## src/rtl/gf2m_sqr_regbank_pkg.sv

```systemverilog
// Shared constants, FSM state type and trinomial reduction for the GF(2^M) squarer bank.
// Optional build macro GF2M_SQR_ACC_EN is handled in the interface and top files.
package ecc_gf2m_pkg;

    localparam int M      = 233;
    localparam int POLY_K = 74;
    localparam int NREG   = 4;
    localparam int CW     = 8;
    localparam int SW     = 2 * M - 1;
    localparam int IW     = $clog2(SW);

    typedef enum logic [1:0] {
        IDLE,
        RUN,
        WRITE
    } state_t;

    // Folds from the top bit down so x^i = x^(i-m+k) + x^(i-m) settles in one pass.
    function automatic logic [M-1:0] gf2m_reduce(
        input logic [SW-1:0] c,
        input int            m,
        input int            k
    );
        logic [SW-1:0] t;
        t = c;
        for (int i = SW - 1; i > 0; i--) begin
            if (i >= m && t[IW'(i)]) begin
                t[IW'(i)]         = 1'b0;
                t[IW'(i - m + k)] = ~t[IW'(i - m + k)];
                t[IW'(i - m)]     = ~t[IW'(i - m)];
            end
        end
        return t[M-1:0];
    endfunction

endpackage

```

## src/rtl/gf2m_sqr_regbank_if.sv

```systemverilog
// Request/response bundle of the GF(2^M) squarer register bank.
// GF2M_SQR_ACC_EN adds the acc request bit.
interface gf2m_sqr_regbank_if #(
    parameter int M    = 233,
    parameter int NREG = 4,
    parameter int CW   = 8,
    parameter int DW   = (NREG > 1) ? $clog2(NREG) : 1
);
    logic              start;
    logic              ready;
    logic              src_sel;
    logic [M-1:0]      A;
    logic [M-1:0]      B;
    logic [CW-1:0]     sqr_cnt;
    logic [DW-1:0]     dst;
    logic              done;
    logic              err;
    logic [NREG*M-1:0] regs_q;
`ifdef GF2M_SQR_ACC_EN
    logic              acc;

    modport master (
        output start, src_sel, A, B, sqr_cnt, dst, acc,
        input  ready, done, err, regs_q
    );
    modport slave (
        input  start, src_sel, A, B, sqr_cnt, dst, acc,
        output ready, done, err, regs_q
    );
`else
    modport master (
        output start, src_sel, A, B, sqr_cnt, dst,
        input  ready, done, err, regs_q
    );
    modport slave (
        input  start, src_sel, A, B, sqr_cnt, dst,
        output ready, done, err, regs_q
    );
`endif
endinterface

```

## src/rtl/gf2m_sqr_regbank_square.sv

```systemverilog
// Combinational squaring in GF(2^M) modulo x^M + x^POLY_K + 1.
module gf2m_square_trinomial #(
    parameter int M      = ecc_gf2m_pkg::M,
    parameter int POLY_K = ecc_gf2m_pkg::POLY_K
) (
    input  logic [M-1:0] DIN,
    output logic [M-1:0] DOUT
);
    import ecc_gf2m_pkg::*;

    logic [2*M-2:0]              w_spread;
    logic [SW-1:0]               w_wide;
    logic [ecc_gf2m_pkg::M-1:0]  w_red;

    for (genvar g = 0; g < M; g++) begin : g_sp
        assign w_spread[2*g] = DIN[g];
        if (g < M - 1) begin : g_z
            assign w_spread[2*g+1] = 1'b0;
        end
    end

    assign w_wide = SW'(w_spread);
    assign w_red  = gf2m_reduce(w_wide, M, POLY_K);
    assign DOUT   = w_red[M-1:0];

endmodule

```

## src/rtl/gf2m_sqr_regbank.sv

```systemverilog
// Operand router: picks A/B, squares it sqr_cnt times, writes one of NREG registers.
// Build with GF2M_SQR_ACC_EN for an XOR-accumulate write mode.
module gf2m_sqr_regbank #(
    parameter int M      = ecc_gf2m_pkg::M,
    parameter int POLY_K = ecc_gf2m_pkg::POLY_K,
    parameter int NREG   = ecc_gf2m_pkg::NREG,
    parameter int CW     = ecc_gf2m_pkg::CW
) (
    input logic              clk,
    input logic              rst,
    gf2m_sqr_regbank_if.slave bus
);
    import ecc_gf2m_pkg::*;

    localparam int DW = (NREG > 1) ? $clog2(NREG) : 1;

    state_t                     r_state;
    logic                       r_ready;
    logic                       r_done;
    logic                       r_err;
    logic [M-1:0]               r_work;
    logic [CW-1:0]              r_cnt;
    logic [DW-1:0]              r_dst;
    logic [NREG-1:0][M-1:0]     r_regs;
    logic [M-1:0]               w_sqr;
    logic [M-1:0]               w_wdata;
    logic                       w_hit;

    gf2m_square_trinomial #(
        .M      (M),
        .POLY_K (POLY_K)
    ) u_sqr (
        .DIN  (r_work),
        .DOUT (w_sqr)
    );

    assign w_hit = int'(r_dst) < NREG;

`ifdef GF2M_SQR_ACC_EN
    logic r_acc;
    assign w_wdata = r_acc ? (r_regs[r_dst] ^ r_work) : r_work;
`else
    assign w_wdata = r_work;
`endif

    always_ff @(posedge clk) begin
        if (rst) begin
            r_state <= IDLE;
            r_ready <= 1'b1;
            r_done  <= 1'b0;
            r_err   <= 1'b0;
            r_work  <= '0;
            r_cnt   <= '0;
            r_dst   <= '0;
            r_regs  <= '0;
`ifdef GF2M_SQR_ACC_EN
            r_acc   <= 1'b0;
`endif
        end else begin
            r_done <= 1'b0;
            r_err  <= 1'b0;
            unique case (r_state)
                IDLE: begin
                    if (bus.start) begin
                        r_work  <= bus.src_sel ? bus.B : bus.A;
                        r_cnt   <= bus.sqr_cnt;
                        r_dst   <= bus.dst;
                        r_ready <= 1'b0;
`ifdef GF2M_SQR_ACC_EN
                        r_acc   <= bus.acc;
`endif
                        r_state <= (bus.sqr_cnt != '0) ? RUN : WRITE;
                    end
                end
                RUN: begin
                    r_work <= w_sqr;
                    r_cnt  <= r_cnt - CW'(1);
                    if (r_cnt == CW'(1)) begin
                        r_state <= WRITE;
                    end
                end
                WRITE: begin
                    // Out-of-range destinations still complete, flagged by err.
                    if (w_hit) begin
                        r_regs[r_dst] <= w_wdata;
                    end
                    r_done  <= 1'b1;
                    r_err   <= ~w_hit;
                    r_ready <= 1'b1;
                    r_state <= IDLE;
                end
                default: begin
                    r_state <= IDLE;
                    r_ready <= 1'b1;
                end
            endcase
        end
    end

    assign bus.ready  = r_ready;
    assign bus.done   = r_done;
    assign bus.err    = r_err;
    assign bus.regs_q = r_regs;

endmodule
```

## src/flat_wrapper.sv

```systemverilog
// flat-port wrapper written by rule: the top's interface ports become plain ports
module gf2m_sqr_regbank_flat import ecc_gf2m_pkg::*;
#(
    parameter int M      = ecc_gf2m_pkg::M,
    parameter int POLY_K = ecc_gf2m_pkg::POLY_K,
    parameter int NREG   = ecc_gf2m_pkg::NREG,
    parameter int CW     = ecc_gf2m_pkg::CW
)
  (clk, rst, bus_start, bus_src_sel, bus_A, bus_B, bus_sqr_cnt, bus_dst, bus_ready, bus_done, bus_err, bus_regs_q);
  gf2m_sqr_regbank_if #(.M(M), .NREG(NREG), .CW(CW)) bus_i ();
  input logic clk;
  input logic rst;
  input wire logic [$bits(bus_i.start)-1:0] bus_start;
  input wire logic [$bits(bus_i.src_sel)-1:0] bus_src_sel;
  input wire logic [$bits(bus_i.A)-1:0] bus_A;
  input wire logic [$bits(bus_i.B)-1:0] bus_B;
  input wire logic [$bits(bus_i.sqr_cnt)-1:0] bus_sqr_cnt;
  input wire logic [$bits(bus_i.dst)-1:0] bus_dst;
  output wire logic [$bits(bus_i.ready)-1:0] bus_ready;
  output wire logic [$bits(bus_i.done)-1:0] bus_done;
  output wire logic [$bits(bus_i.err)-1:0] bus_err;
  output wire logic [$bits(bus_i.regs_q)-1:0] bus_regs_q;
  assign bus_i.start = bus_start;
  assign bus_i.src_sel = bus_src_sel;
  assign bus_i.A = bus_A;
  assign bus_i.B = bus_B;
  assign bus_i.sqr_cnt = bus_sqr_cnt;
  assign bus_i.dst = bus_dst;
  assign bus_ready = bus_i.ready;
  assign bus_done = bus_i.done;
  assign bus_err = bus_i.err;
  assign bus_regs_q = bus_i.regs_q;
  gf2m_sqr_regbank #(.M(M), .POLY_K(POLY_K), .NREG(NREG), .CW(CW)) u_core (.clk(clk), .rst(rst), .bus(bus_i));
endmodule
```

## config.mk

```make
export PLATFORM = sky130hd
export DESIGN_NAME = gf2m_sqr_regbank_flat
export DESIGN_NICKNAME = d
export VERILOG_FILES = /design/src/rtl/gf2m_sqr_regbank_pkg.sv /design/src/rtl/gf2m_sqr_regbank_if.sv /design/src/rtl/gf2m_sqr_regbank_square.sv /design/src/rtl/gf2m_sqr_regbank.sv /design/src/flat_wrapper.sv
export SDC_FILE = /design/constraint.sdc
export NUM_CORES = 2
export LEC_CHECK = 0
export ABC_AREA = 1
export CAP_MARGIN = 20
export CORE_AREA = 5 5 542 544
export DETAILED_ROUTE_END_ITERATION = 16
export DIE_AREA = 0 0 547 549
export PLACE_DENSITY_LB_ADDON = 0.15
export SYNTH_ARGS = -nofsm -noshare
export SYNTH_HDL_FRONTEND = slang
export SYNTH_HIERARCHICAL = 1
export SYNTH_SLANG_ARGS = --single-unit
```

## constraint.sdc

```tcl
create_clock -name clk -period 1.95 [get_ports clk]
set_clock_uncertainty 0.05 [all_clocks]
set_input_delay 0.2925 -clock clk [delete_from_list [all_inputs] [get_ports clk]]
set_output_delay 0.2925 -clock clk [all_outputs]
set_load 0.05 [all_outputs]
```

==> metrics.md <==
| Metric | Value |
|---|---|
| Run status | completed |
| Worst r2r src | u_core/r_state[0]$_SDFFE_PP0P_ |
| Iter 0 DRT Violations | 3105 |
| Worst-margin pin slew | 0.859 ns |
| Most frequent CP cell | buf_12 |
| Fin. Hold Viols | 0 |
| Post-synthesis sequential area ratio | 0.508 |
| Post-synth ARST share | 0 |
| Leak pwr | 29.6 nW |
| Largest net degree at the start of global routing | 87 |
| Residual DRC | 0 |
| Hold WC Path Type | in -> reg |
| Setup-failing EPs final | 0 |
| Launch point of the critical path | u_core/r_state[0]$_SDFFE_PP0P_ |
| Syn_area_per_cell | 7.53 um^2 |
| Chip Height | 549 um |
| RSZ-0062 raised after global routing | true |
| CTS clock-pin slew for the worst setup and hold paths | 0.07 ns |
| Flops & latches, synth | 1179 |
| Die Footprint | 300000 um^2 |
| I/O Pins | 1415 |
| HPWL Detailed | 232000 um |
| Worst R2R End | u_core/bus.regs_q[828]$_SDFFE_PP0P_ |
| Placed instance area | 65400 um^2 |
| Worst skew pair latency | 0.83 ns |
| Clock Path Buffers | 4 |
| Synth unique cells | 27 |
| Final period utilization | 0.967 |
| Critical Path Max Stage Delay | 0.36 ns |
| Synth cell count leaders | nor2_1 (1586), dfxtp_1 (1179), nand2_1 (940), o21ai_0 (884), buf_4 (266) |
| Tot Pwr | 65.4 mW |
| Worst R2R Setup Slack | 0.06 ns |
| Mapped cell area | 46500 um^2 |
| DR pass1 iterations | 6 |
| Slew Limit Headroom | 0.426 |
| Setup crit end kind | register |
| # rows | 198 |
| HP Start | bus_B[75] |
| Die span in x | 547 um |
| GRT Util Overall | 0.189 |
| CP Launch Type | register |
| Share of layout cells above drive strength 1 | 0.223 |
| CP cell instances | inv_2 > nand2_1 > inv_4 > nand3_4 > buf_12 > buf_12 > o21ai_1 > buf_4 > nor2_1 |
| Crit path max fanout | 34 |
| Required @ worst endpoint | 2.64 ns |
| Clk root buf | clkbuf_16 |
| Yosys top cell by area | dfxtp_1 |
| Vias | 47200 |
| Final nets | 8076 |
| Area fraction of the dominant cell type after synthesis | 0.508 |
| Reg2Reg Depth | 9 |
| Non-filler cells, final | 11500 |
| Largest family of logic cells by synthesized area | simple AND/OR/NAND/NOR gates |
| Most used DFF post-synth | dfxtp_1 |
| First-pass GRT wire length | 401000 um |
| Count leader, synth | nor2_1 |
| Pwr per Cell Area | 946 nW/um^2 |
| Fillers | 32000 |
| Multiplexer area fraction after synthesis | 0.00732 |
| Worst hold endpoint | u_core/r_work[75]$_SDFFE_PP0P_ |
| Compound-Gate Fraction of Synth Area | 0.171 |
| Max Freq | 530 MHz |
| Cells taking the most area after synthesis | dfxtp_1 (51%), nor2_1 (13%), o21ai_0 (9.5%) |
| Vias in the first global route | 46100 |
| Area grow syn2layout | 48.6% |
| Synth Area in Adders | 0.000538 |
| Core box area | 289000 um^2 |
| Worst EP arrival | 2.57 ns |
| Worst hold path depth | 3 |
| Syn. warnings | 6 |
| Placed cell count | 11200 |
| Design Area, Final | 69100 um^2 |
| Clk sink count | 1179 |
| Number of flops mapped to enable cells by yosys | 0 |
| WL/cell | 26.0 um |
| Crit path time final | 1.89 ns |
| Synth Instances | 6177 |
| Remaining global-route overflow | 0 |
| Vias per inst | 4.09 |
| GP Congestion | 0.862 |
| Post-synthesis xor/xnor area fraction | 0 |
| Initial antenna violation count | 63 |
| Simple-gate share of the synthesized area | 0.217 |
| Setup Crit Path Kind | reg -> reg |
| Peak supply drop | 0.544 mV |
| Max-slew violations | 0 |
| Max Cap Viol | 0 |
| H-tree depth | 4 |
| CTS tree | done |
| Slowest CP cell | o21ai_1 |
| Total Wirelength | 300000 um |
| Antenna Nets Post-Route | 0 |
| Port Buffers | 1413 |
| Starting density of the core | 0.161 |
| Cts bufs inserted | 158 |
[routing by layer]
layer,up-vias,wire [um],GRT usage
li1,22600,-,-
met1,22700,127000,0.233
met2,1600,145000,0.328
met3,316,21500,0.0511
met4,48,7450,0.0446
met5,-,290,0
[power by group]
group | switching (mW) | internal, mW
sequential | 1.39 | 24.9
clock | 12.2 | 17.8
combinational | 5.83 | 3.19
total | 19.5 | 45.9
[what timing repair did]
item | CTS | global route
setup endpoints to repair | 483 | 169
buffers inserted | 0 | 1
gates cloned | 0 | 5
hold endpoints to repair | 82 | 0
hold buffers | 2 | 0
gates resized for setup | 2084 | 34
[worst max path at each step]
stage          cells past startpoint                                   to  slack, ns
2_1_floorplan                     10      u_core/r_work[224]$_SDFFE_PP0P_       0.52
6_report                           9  u_core/bus.regs_q[828]$_SDFFE_PP0P_       0.06
3_5_place_dp                       7      u_core/r_work[138]$_SDFFE_PP0P_      -0.13
3_3_place_gp                       9       u_core/r_work[48]$_SDFFE_PP0P_      -0.15
4_1_cts                            1                      bus_regs_q[260]     0.0002
5_1_grt                           10  u_core/bus.regs_q[157]$_SDFFE_PP0P_      -0.01
[layout make-up]
type | count | area, um^2 | share of cell area
antenna | 23 | 57.6 | 0.000833
clock buffer | 228 | 4640 | 0.0671
clock inverter | 48 | 589 | 0.00853
inverter | 173 | 736 | 0.0106
multi-input combinational | 4235 | 18900 | 0.273
sequential | 1179 | 23600 | 0.342
tap | 3800 | 4750 | 0.0688
timing repair buffer | 1847 | 15900 | 0.230
[logic make-up (layout without fill, tap and decap cells)]
kind of cell             Yosys count  count (layout)
flip-flops                      1179            1179
other                              2             129
AND/OR/NAND/NOR                 2620            2620
multiplexers                      34              34
AO/OA/AOI/OAI                   1473            1473
adder cells (fa/ha/maj)            2               2
buffers and inverters            867            2296
[worst max-delay path: cells and delay by family (launching register included)]
family | cells | cell delay, ns
flops | 1 | 0.32
simple gates | 3 | 0.22
compound gates | 1 | 0.36
buf+inv | 5 | 0.71
[stage by stage]
stage,worst slack [ns],hold slack (ns),util,TNS [ns]
after floorplan,0.521,0.404,-,0
after global placement,-0.145,0.412,0.226,-6.78
after detailed placement,-0.134,0.420,0.226,-7.10
after CTS,0.000245,0.0170,0.238,0
after global routing,-0.0144,0.0608,0.239,-0.0339
final,0.0638,0.103,0.239,0
[flip-flops by register name, indices dropped and copies added, names as in the netlist]
signal and cells:
u_core/bus.done 1, u_core/r_state 2, u_core/bus.regs_q 932, u_core/bus.ready 1
u_core/r_cnt 8, u_core/r_dst 2, u_core/r_work 233
[cells in the final DEF (no fill, tap or decap), types with 46 or more instances in the layout]
cell and n:
a21oi_1 186, clkdlybuf4s50_1 477, o21ai_1 134, inv_1 162
buf_12 104, a22oi_1 113, buf_2 372, clkbuf_16 164
nand2_1 938, o211ai_1 80, or2_2 78, conb_1 106
clkdlybuf4s15_2 46, o21ai_0 874, nor2_1 1586, a31oi_1 78
dfxtp_1 1173, buf_4 812
(Power assumes the default switching activity.)
